<file path="src/rtl/axi_outstanding_buffer.sv">
`default_nettype none
// ============================================================================
// Module   : axi_outstanding_buffer
// Brief    : Five-channel AXI FWFT buffer with per-direction outstanding limit.
// Revision : 1.0 - initial release
// ============================================================================

module axi_outstanding_buffer_fifo #(
    parameter int WIDTH      = 8,
    parameter int DEPTH_LOG2 = 2
) (
    input  logic             clk,
    input  logic             rst,
    input  logic             i_push_valid,
    output logic             o_push_ready,
    input  logic [WIDTH-1:0] i_push_data,
    output logic             o_pop_valid,
    input  logic             i_pop_ready,
    output logic [WIDTH-1:0] o_pop_data,
    output logic             o_empty
);
    localparam int c_depth = 1 << DEPTH_LOG2;
    localparam int c_pw    = DEPTH_LOG2 + 1;

    logic [WIDTH-1:0] r_mem [0:c_depth-1];
    logic [c_pw-1:0]  r_wptr;
    logic [c_pw-1:0]  r_rptr;
    logic [c_pw-1:0]  w_wptr_nxt;
    logic [c_pw-1:0]  w_rptr_nxt;
    logic             r_full;
    logic             r_init;
    logic             w_push;
    logic             w_pop;
    logic             w_full_nxt;

    // r_init keeps READY low until the first edge after reset release.
    assign o_push_ready = r_init && !r_full;
    assign o_empty      = (r_wptr == r_rptr);
    assign o_pop_valid  = !o_empty;
    assign o_pop_data   = r_mem[r_rptr[DEPTH_LOG2-1:0]];
    assign w_push       = i_push_valid && o_push_ready;
    assign w_pop        = o_pop_valid && i_pop_ready;

    always_comb begin
        w_wptr_nxt = r_wptr + c_pw'(w_push);
        w_rptr_nxt = r_rptr + c_pw'(w_pop);
        w_full_nxt = (w_wptr_nxt[DEPTH_LOG2] != w_rptr_nxt[DEPTH_LOG2]) &&
                     (w_wptr_nxt[DEPTH_LOG2-1:0] == w_rptr_nxt[DEPTH_LOG2-1:0]);
    end

    always_ff @(posedge clk or posedge rst) begin
        if (rst) begin
            r_wptr <= '0;
            r_rptr <= '0;
            r_full <= 1'b0;
            r_init <= 1'b0;
        end else begin
            r_wptr <= w_wptr_nxt;
            r_rptr <= w_rptr_nxt;
            r_full <= w_full_nxt;
            r_init <= 1'b1;
        end
    end

    always_ff @(posedge clk) begin
        if (w_push) begin
            r_mem[r_wptr[DEPTH_LOG2-1:0]] <= i_push_data;
        end
    end
endmodule

module axi_outstanding_buffer #(
    parameter int ID_WIDTH        = 2,
    parameter int DATA_WIDTH      = 32,
    parameter int DEPTH_LOG2      = 2,
    parameter int MAX_OUTSTANDING = 4
) (
    input  logic                    BUS_CLK,
    input  logic                    BUS_RST,
    // S-side AW
    input  logic [ID_WIDTH-1:0]     S_WR_ADDR_ID,
    input  logic [31:0]             S_WR_ADDR,
    input  logic [7:0]              S_WR_ADDR_LEN,
    input  logic [1:0]              S_WR_ADDR_BURST,
    input  logic                    S_WR_ADDR_VALID,
    output logic                    S_WR_ADDR_READY,
    // S-side W
    input  logic [DATA_WIDTH-1:0]   S_WR_DATA,
    input  logic [DATA_WIDTH/8-1:0] S_WR_STRB,
    input  logic                    S_WR_DATA_LAST,
    input  logic                    S_WR_DATA_VALID,
    output logic                    S_WR_DATA_READY,
    // S-side B
    output logic [ID_WIDTH-1:0]     S_WR_BACK_ID,
    output logic [1:0]              S_WR_BACK_RESP,
    output logic                    S_WR_BACK_VALID,
    input  logic                    S_WR_BACK_READY,
    // S-side AR
    input  logic [ID_WIDTH-1:0]     S_RD_ADDR_ID,
    input  logic [31:0]             S_RD_ADDR,
    input  logic [7:0]              S_RD_ADDR_LEN,
    input  logic [1:0]              S_RD_ADDR_BURST,
    input  logic                    S_RD_ADDR_VALID,
    output logic                    S_RD_ADDR_READY,
    // S-side R
    output logic [ID_WIDTH-1:0]     S_RD_BACK_ID,
    output logic [DATA_WIDTH-1:0]   S_RD_DATA,
    output logic [1:0]              S_RD_DATA_RESP,
    output logic                    S_RD_DATA_LAST,
    output logic                    S_RD_DATA_VALID,
    input  logic                    S_RD_DATA_READY,
    // M-side AW
    output logic [ID_WIDTH-1:0]     M_WR_ADDR_ID,
    output logic [31:0]             M_WR_ADDR,
    output logic [7:0]              M_WR_ADDR_LEN,
    output logic [1:0]              M_WR_ADDR_BURST,
    output logic                    M_WR_ADDR_VALID,
    input  logic                    M_WR_ADDR_READY,
    // M-side W
    output logic [DATA_WIDTH-1:0]   M_WR_DATA,
    output logic [DATA_WIDTH/8-1:0] M_WR_STRB,
    output logic                    M_WR_DATA_LAST,
    output logic                    M_WR_DATA_VALID,
    input  logic                    M_WR_DATA_READY,
    // M-side B
    input  logic [ID_WIDTH-1:0]     M_WR_BACK_ID,
    input  logic [1:0]              M_WR_BACK_RESP,
    input  logic                    M_WR_BACK_VALID,
    output logic                    M_WR_BACK_READY,
    // M-side AR
    output logic [ID_WIDTH-1:0]     M_RD_ADDR_ID,
    output logic [31:0]             M_RD_ADDR,
    output logic [7:0]              M_RD_ADDR_LEN,
    output logic [1:0]              M_RD_ADDR_BURST,
    output logic                    M_RD_ADDR_VALID,
    input  logic                    M_RD_ADDR_READY,
    // M-side R
    input  logic [ID_WIDTH-1:0]     M_RD_BACK_ID,
    input  logic [DATA_WIDTH-1:0]   M_RD_DATA,
    input  logic [1:0]              M_RD_DATA_RESP,
    input  logic                    M_RD_DATA_LAST,
    input  logic                    M_RD_DATA_VALID,
    output logic                    M_RD_DATA_READY,
    // Status
    output logic [4:0]              fifo_empty_flag,
    output logic [7:0]              WR_OUTSTANDING,
    output logic [7:0]              RD_OUTSTANDING
);
    localparam int          c_strb_w = DATA_WIDTH / 8;
    localparam int          c_ax_w   = ID_WIDTH + 32 + 8 + 2;
    localparam int          c_w_w    = DATA_WIDTH + c_strb_w + 1;
    localparam int          c_b_w    = ID_WIDTH + 2;
    localparam int          c_r_w    = ID_WIDTH + DATA_WIDTH + 2 + 1;
    localparam logic [7:0]  c_max    = 8'(MAX_OUTSTANDING);

    logic [c_ax_w-1:0] w_aw_out;
    logic [c_w_w-1:0]  w_w_out;
    logic [c_b_w-1:0]  w_b_out;
    logic [c_ax_w-1:0] w_ar_out;
    logic [c_r_w-1:0]  w_r_out;
    logic              w_aw_ready;
    logic              w_ar_ready;
    logic              w_aw_empty;
    logic              w_w_empty;
    logic              w_b_empty;
    logic              w_ar_empty;
    logic              w_r_empty;
    logic              w_wr_room;
    logic              w_rd_room;
    logic              w_aw_hs;
    logic              w_b_hs;
    logic              w_ar_hs;
    logic              w_rlast_hs;
    logic [7:0]        r_wr_cnt;
    logic [7:0]        r_rd_cnt;

    assign w_wr_room       = (r_wr_cnt < c_max);
    assign w_rd_room       = (r_rd_cnt < c_max);
    assign S_WR_ADDR_READY = w_aw_ready && w_wr_room;
    assign S_RD_ADDR_READY = w_ar_ready && w_rd_room;
    assign w_aw_hs         = S_WR_ADDR_VALID && S_WR_ADDR_READY;
    assign w_b_hs          = S_WR_BACK_VALID && S_WR_BACK_READY;
    assign w_ar_hs         = S_RD_ADDR_VALID && S_RD_ADDR_READY;
    assign w_rlast_hs      = S_RD_DATA_VALID && S_RD_DATA_READY && S_RD_DATA_LAST;

    axi_outstanding_buffer_fifo #(.WIDTH(c_ax_w), .DEPTH_LOG2(DEPTH_LOG2)) u_aw_fifo (
        .clk(BUS_CLK), .rst(BUS_RST),
        .i_push_valid(S_WR_ADDR_VALID && w_wr_room), .o_push_ready(w_aw_ready),
        .i_push_data({S_WR_ADDR_ID, S_WR_ADDR, S_WR_ADDR_LEN, S_WR_ADDR_BURST}),
        .o_pop_valid(M_WR_ADDR_VALID), .i_pop_ready(M_WR_ADDR_READY),
        .o_pop_data(w_aw_out), .o_empty(w_aw_empty)
    );
    assign {M_WR_ADDR_ID, M_WR_ADDR, M_WR_ADDR_LEN, M_WR_ADDR_BURST} = w_aw_out;

    axi_outstanding_buffer_fifo #(.WIDTH(c_w_w), .DEPTH_LOG2(DEPTH_LOG2)) u_w_fifo (
        .clk(BUS_CLK), .rst(BUS_RST),
        .i_push_valid(S_WR_DATA_VALID), .o_push_ready(S_WR_DATA_READY),
        .i_push_data({S_WR_DATA, S_WR_STRB, S_WR_DATA_LAST}),
        .o_pop_valid(M_WR_DATA_VALID), .i_pop_ready(M_WR_DATA_READY),
        .o_pop_data(w_w_out), .o_empty(w_w_empty)
    );
    assign {M_WR_DATA, M_WR_STRB, M_WR_DATA_LAST} = w_w_out;

    axi_outstanding_buffer_fifo #(.WIDTH(c_b_w), .DEPTH_LOG2(DEPTH_LOG2)) u_b_fifo (
        .clk(BUS_CLK), .rst(BUS_RST),
        .i_push_valid(M_WR_BACK_VALID), .o_push_ready(M_WR_BACK_READY),
        .i_push_data({M_WR_BACK_ID, M_WR_BACK_RESP}),
        .o_pop_valid(S_WR_BACK_VALID), .i_pop_ready(S_WR_BACK_READY),
        .o_pop_data(w_b_out), .o_empty(w_b_empty)
    );
    assign {S_WR_BACK_ID, S_WR_BACK_RESP} = w_b_out;

    axi_outstanding_buffer_fifo #(.WIDTH(c_ax_w), .DEPTH_LOG2(DEPTH_LOG2)) u_ar_fifo (
        .clk(BUS_CLK), .rst(BUS_RST),
        .i_push_valid(S_RD_ADDR_VALID && w_rd_room), .o_push_ready(w_ar_ready),
        .i_push_data({S_RD_ADDR_ID, S_RD_ADDR, S_RD_ADDR_LEN, S_RD_ADDR_BURST}),
        .o_pop_valid(M_RD_ADDR_VALID), .i_pop_ready(M_RD_ADDR_READY),
        .o_pop_data(w_ar_out), .o_empty(w_ar_empty)
    );
    assign {M_RD_ADDR_ID, M_RD_ADDR, M_RD_ADDR_LEN, M_RD_ADDR_BURST} = w_ar_out;

    axi_outstanding_buffer_fifo #(.WIDTH(c_r_w), .DEPTH_LOG2(DEPTH_LOG2)) u_r_fifo (
        .clk(BUS_CLK), .rst(BUS_RST),
        .i_push_valid(M_RD_DATA_VALID), .o_push_ready(M_RD_DATA_READY),
        .i_push_data({M_RD_BACK_ID, M_RD_DATA, M_RD_DATA_RESP, M_RD_DATA_LAST}),
        .o_pop_valid(S_RD_DATA_VALID), .i_pop_ready(S_RD_DATA_READY),
        .o_pop_data(w_r_out), .o_empty(w_r_empty)
    );
    assign {S_RD_BACK_ID, S_RD_DATA, S_RD_DATA_RESP, S_RD_DATA_LAST} = w_r_out;

    assign fifo_empty_flag = {w_r_empty, w_ar_empty, w_b_empty, w_w_empty, w_aw_empty};
    assign WR_OUTSTANDING  = r_wr_cnt;
    assign RD_OUTSTANDING  = r_rd_cnt;

    // Accept and retire in one cycle cancel; a retire at zero is ignored.
    always_ff @(posedge BUS_CLK or posedge BUS_RST) begin
        if (BUS_RST) begin
            r_wr_cnt <= 8'd0;
            r_rd_cnt <= 8'd0;
        end else begin
            if (w_aw_hs && !w_b_hs) begin
                r_wr_cnt <= r_wr_cnt + 8'd1;
            end else if (w_b_hs && !w_aw_hs && (r_wr_cnt != 8'd0)) begin
                r_wr_cnt <= r_wr_cnt - 8'd1;
            end
            if (w_ar_hs && !w_rlast_hs) begin
                r_rd_cnt <= r_rd_cnt + 8'd1;
            end else if (w_rlast_hs && !w_ar_hs && (r_rd_cnt != 8'd0)) begin
                r_rd_cnt <= r_rd_cnt - 8'd1;
            end
        end
    end
endmodule
`default_nettype wire

</file>
<file path="config.mk">
export PLATFORM = sky130hd
export DESIGN_NAME = axi_outstanding_buffer
export DESIGN_NICKNAME = d
export VERILOG_FILES = /design/src/rtl/axi_outstanding_buffer.sv
export SDC_FILE = /design/constraint.sdc
export NUM_CORES = 1
export LEC_CHECK = 0
export BUFFER_PORTS_ARGS = -buffer_cell sky130_fd_sc_hd__buf_2
export CAP_MARGIN = 20
export CORE_MARGIN = 4
export CORE_UTILIZATION = 57
export CTS_CLUSTER_DIAMETER = 100
export DETAILED_ROUTE_END_ITERATION = 8
export HOLD_SLACK_MARGIN = 0.1
export PLACE_DENSITY = 0.79
export SLEW_MARGIN = 25
export SYNTH_ARGS = -nofsm -noshare
export SYNTH_HDL_FRONTEND = slang
export SYNTH_SLANG_ARGS = --single-unit
</file>
<file path="constraint.sdc">
create_clock -name BUS_CLK -period 5.8 [get_ports BUS_CLK]
set_input_delay 1.74 -clock BUS_CLK [delete_from_list [all_inputs] [get_ports BUS_CLK]]
set_output_delay 1.74 -clock BUS_CLK [all_outputs]
set_load 0.005 [all_outputs]
</file>
==> flow_summary.yaml <==
timing:
  rsz0062_at_grt: "false"
  hold_viol: 0
  tightest_slew_ps: 1010
  period_share_pct: 75.8
  fin_crit_ps: 4400
  max_clock_freq_mhz: 227
  fin_tns_setup_ps: 0
  drv_slew: 0
  setup_violations: 0
  clock-skew-final_ps: 21.4
  slew-limit-headroom_pct: 32.4
  fin_ws_ps: 1400
cts:
  cts_tree: "yes"
  cts_buffers: 71
  holdBufCountCts: 0
  h-tree-depth: 3
  clk_pin_slew_worst_paths_ps: 60
  cts_buffer_depth: 3
  cts_resized: 0
  cts_setup_buffers: 0
  root_buffer: "clkbuf_16"
  clock_sinks: 716
  clock_latency_ps: 610
logic_synthesis:
  avgSynthCellArea_um2: 23.4
  synth_area_leaders: "edfxtp_1 74%, mux4_2 14%, dfrtp_1 4.8%"
  synth_adder_area_share_pct: 1.64
  ys_warn_count: 0
  ys_ff_latch: 716
  async_reset_ff_share_pct: 7.26
  synthSimpleGateAreaFrac_pct: 1.69
  yosysTopAreaCell: "edfxtp_1"
  synth-compound-area-share_pct: 0.878
  synth_cell_type_count: 45
  synth-xor-area-share_pct: 1.59
  synthTopCellsByCount: "664 x edfxtp_1, 166 x mux4_2, 52 x dfrtp_1, 32 x ha_1, 31 x xnor2_1"
  syn-num-nets: 1363
  synthCells: 1151
  synth_top_family_by_area: "multiplexers"
  synth_top_area_share_pct: 74.0
  syn-cell-area_um2: 26900
  synth_enable_flop_cells: 664
  ys.flop_type: "edfxtp_1"
  muxShareOfSynthArea_pct: 14.4
  seq_area_frac_synth_pct: 78.9
  yosysMostFrequentCell: "edfxtp_1"
floorplan:
  coreArea_um2: 46700
  die_y_um: 225
  initial_core_util_pct: 57.7
  die_x_um: 225
  die-area_um2: 50800
  io_pins: 375
  rows: 79
finish:
  syn2layout_area_growth_pct: 18.4
  drive_gt1_share_pct: 42.8
  nFillCells: 2837
  seq_area_um2: 21200
  nets: 1794
  multi_input_area_um2: 5530
route:
  route.vias.total: 12983
  first_iter_violations: 1130
  wl_met1_um: 20400
  wl_per_cell_um: 24.7
  dr.pass1.iters: 7
  wl_met3_um: 4720
  drc: 0
  ant_nets: 0
  highest_layer: "met5"
  finalWirelength_um: 55700
  wl_met2_um: 28900
  via_per_inst: 5.77
placed_design:
  gp_congestion: 0.775
  dp_slack_ps: 1560
  port_buffers: 374
  dp_hpwl_um: 34800
worst_hold_path:
  min_delay_path_depth: 1
  holdPathEnd: "RD_OUTSTANDING[7]$_DFFE_PP0P_"
  hp-start: "RD_OUTSTANDING[7]$_DFFE_PP0P_"
  hp-class: "reg -> reg"
worst_setup_path:
  crit_path_max_fanout: 24
  ff2ff_setup_slack_ps: 2090
  rr_worst_depth: 9
  critical_path_arrival_ps: 2660
  reg2reg_from: "u_r_fifo.r_rptr[0]$_DFF_PP0_"
  cp-end-kind: "output port"
  crit_buf_inv: 2
  crit_path_top_delay_cell: "dfrtp_2"
  worst_setup_path_start_kind: "flip-flop"
  required_ps: 4060
  r2r-end: "RD_OUTSTANDING[6]$_DFFE_PP0P_"
  critPathTopFamily: "flip-flops"
  crit_chain: "buf_4, mux4_2, buf_2"
  crit_type: "reg -> out"
  critPathMaxStageDelay_ps: 860
global_route:
  grt_start_max_net_pins: 47
  grt_usage_pct: 22.1
  antenna_found_initial: 11
  grt_pass1_vias: 14005
  grt_overflow_total: 0
  grt_pass1_wl_um: 84500
power_and_ir_drop:
  p_leak_uw: 0.0112
  ir_worst_vdd_uv: 350
  power_per_cell_area_nw_per_um2: 469
outcome:
  status: "complete, no violations"
job:
  drv_cap: 0
[sequential cells by signal (all words and copies together), names as in the netlist, 3 cells and up]
signal and cells:
RD_OUTSTANDING 8, WR_OUTSTANDING 8, u_ar_fifo.r_mem 176, u_ar_fifo.r_rptr 3, u_ar_fifo.r_wptr 3, u_aw_fifo.r_mem 176
u_aw_fifo.r_rptr 3, u_aw_fifo.r_wptr 3, u_b_fifo.r_mem 16, u_b_fifo.r_rptr 3, u_b_fifo.r_wptr 3, u_r_fifo.r_mem 148
u_r_fifo.r_rptr 3, u_r_fifo.r_wptr 3, u_w_fifo.r_mem 148, u_w_fifo.r_rptr 3, u_w_fifo.r_wptr 3
[power breakdown]
group,leakage (µW),switching [µW],internal (µW)
Sequential,0.00662,561,6080
Clock,0.00106,1870,2450
Combinational,0.00352,1840,2150
[kinds of logic (layout without fill, tap and decap cells)]
family,after synthesis,count (layout)
buffers and inverters,55,539
AND/OR/NAND/NOR,83,83
AO/OA/AOI/OAI,36,36
adder cells (fa/ha/maj),34,34
flip-flops,716,716
multiplexers,177,177
other,1,10
XOR/XNOR,49,49
[area by class of cell]
| cell class | instances | area share (%) |
|---|---|---|
| antenna | 9 | 0.0706 |
| tap | 607 | 2.38 |
| clock buffer | 87 | 5.76 |
| clock inverter | 39 | 1.14 |
| multi-input combinational | 380 | 17.3 |
| inverter | 10 | 0.118 |
| timing repair buffer | 403 | 6.55 |
| sequential | 716 | 66.6 |
[how the worst max path moves through the flow]
stage	endpoint	cells past startpoint	slack [ps]	start
floorplan	u_r_fifo.r_mem[2][0]$_DFFE_PP_	2	720	M_RD_DATA_VALID
global placement	WR_OUTSTANDING[5]$_DFFE_PP0P_	10	1600	S_WR_ADDR_VALID
detailed placement	WR_OUTSTANDING[5]$_DFFE_PP0P_	10	1560	S_WR_ADDR_VALID
CTS	M_WR_DATA[10]	3	1310	u_w_fifo.r_rptr[0]$_DFF_PP0_
global route	M_WR_DATA[10]	3	1180	u_w_fifo.r_rptr[0]$_DFF_PP0_
finish	M_WR_DATA[15]	3	1400	u_w_fifo.r_rptr[0]$_DFF_PP0_
[stage by stage]
| stage | utilization (%) | hold slack [ps] | total power [µW] | cells | instance area (µm²) |
|---|---|---|---|---|---|
| floorplan | - | 485 | 9170 | 1151 | 26900 |
| global placement | 63.6 | 504 | 10700 | 2116 | 29700 |
| detailed placement | 63.6 | 489 | 10800 | 2116 | 29700 |
| finish | 68.3 | 497 | 14900 | 2251 | 31900 |
| CTS | 68.3 | 500 | 15100 | 2242 | 31900 |
| global route | 68.3 | 528 | 15700 | 2247 | 31900 |
[cells in the final DEF, fill, tap and decap left out, drive strengths merged, types with 2 or more instances in the layout]
cell type / netlist / routed
mux2: 9 / 9
fa: 2 / 2
mux4: 166 / 166
bufinv: 0 / 4
o21ai: 8 / 8
nor4: 2 / 2
inv: 10 / 13
nor2b: 3 / 3
o211ai: 4 / 4
diode: 0 / 9
clkinvlp: 0 / 4
nand2: 22 / 22
xor2: 18 / 18
nor3: 4 / 4
a211oi: 3 / 3
and3b: 2 / 2
nor2: 14 / 14
a21oi: 9 / 9
xnor2: 31 / 31
nand3: 7 / 7
mux2i: 2 / 2
clkbuf: 22 / 87
clkinv: 0 / 28
and2: 7 / 7
a21o: 5 / 5
and3: 6 / 6
buf: 23 / 403
dfrtp: 52 / 52
edfxtp: 664 / 664
nor3b: 11 / 11
ha: 32 / 32
o21a: 3 / 3
o21bai: 2 / 2
[metal layers]
layer,global-route usage [%],vias up
met5,0,-
met4,8.20,6
met3,7.03,92
met2,36.5,478
met1,28.0,6724
li1,-,5683
Power figures use the tool's default switching activity.
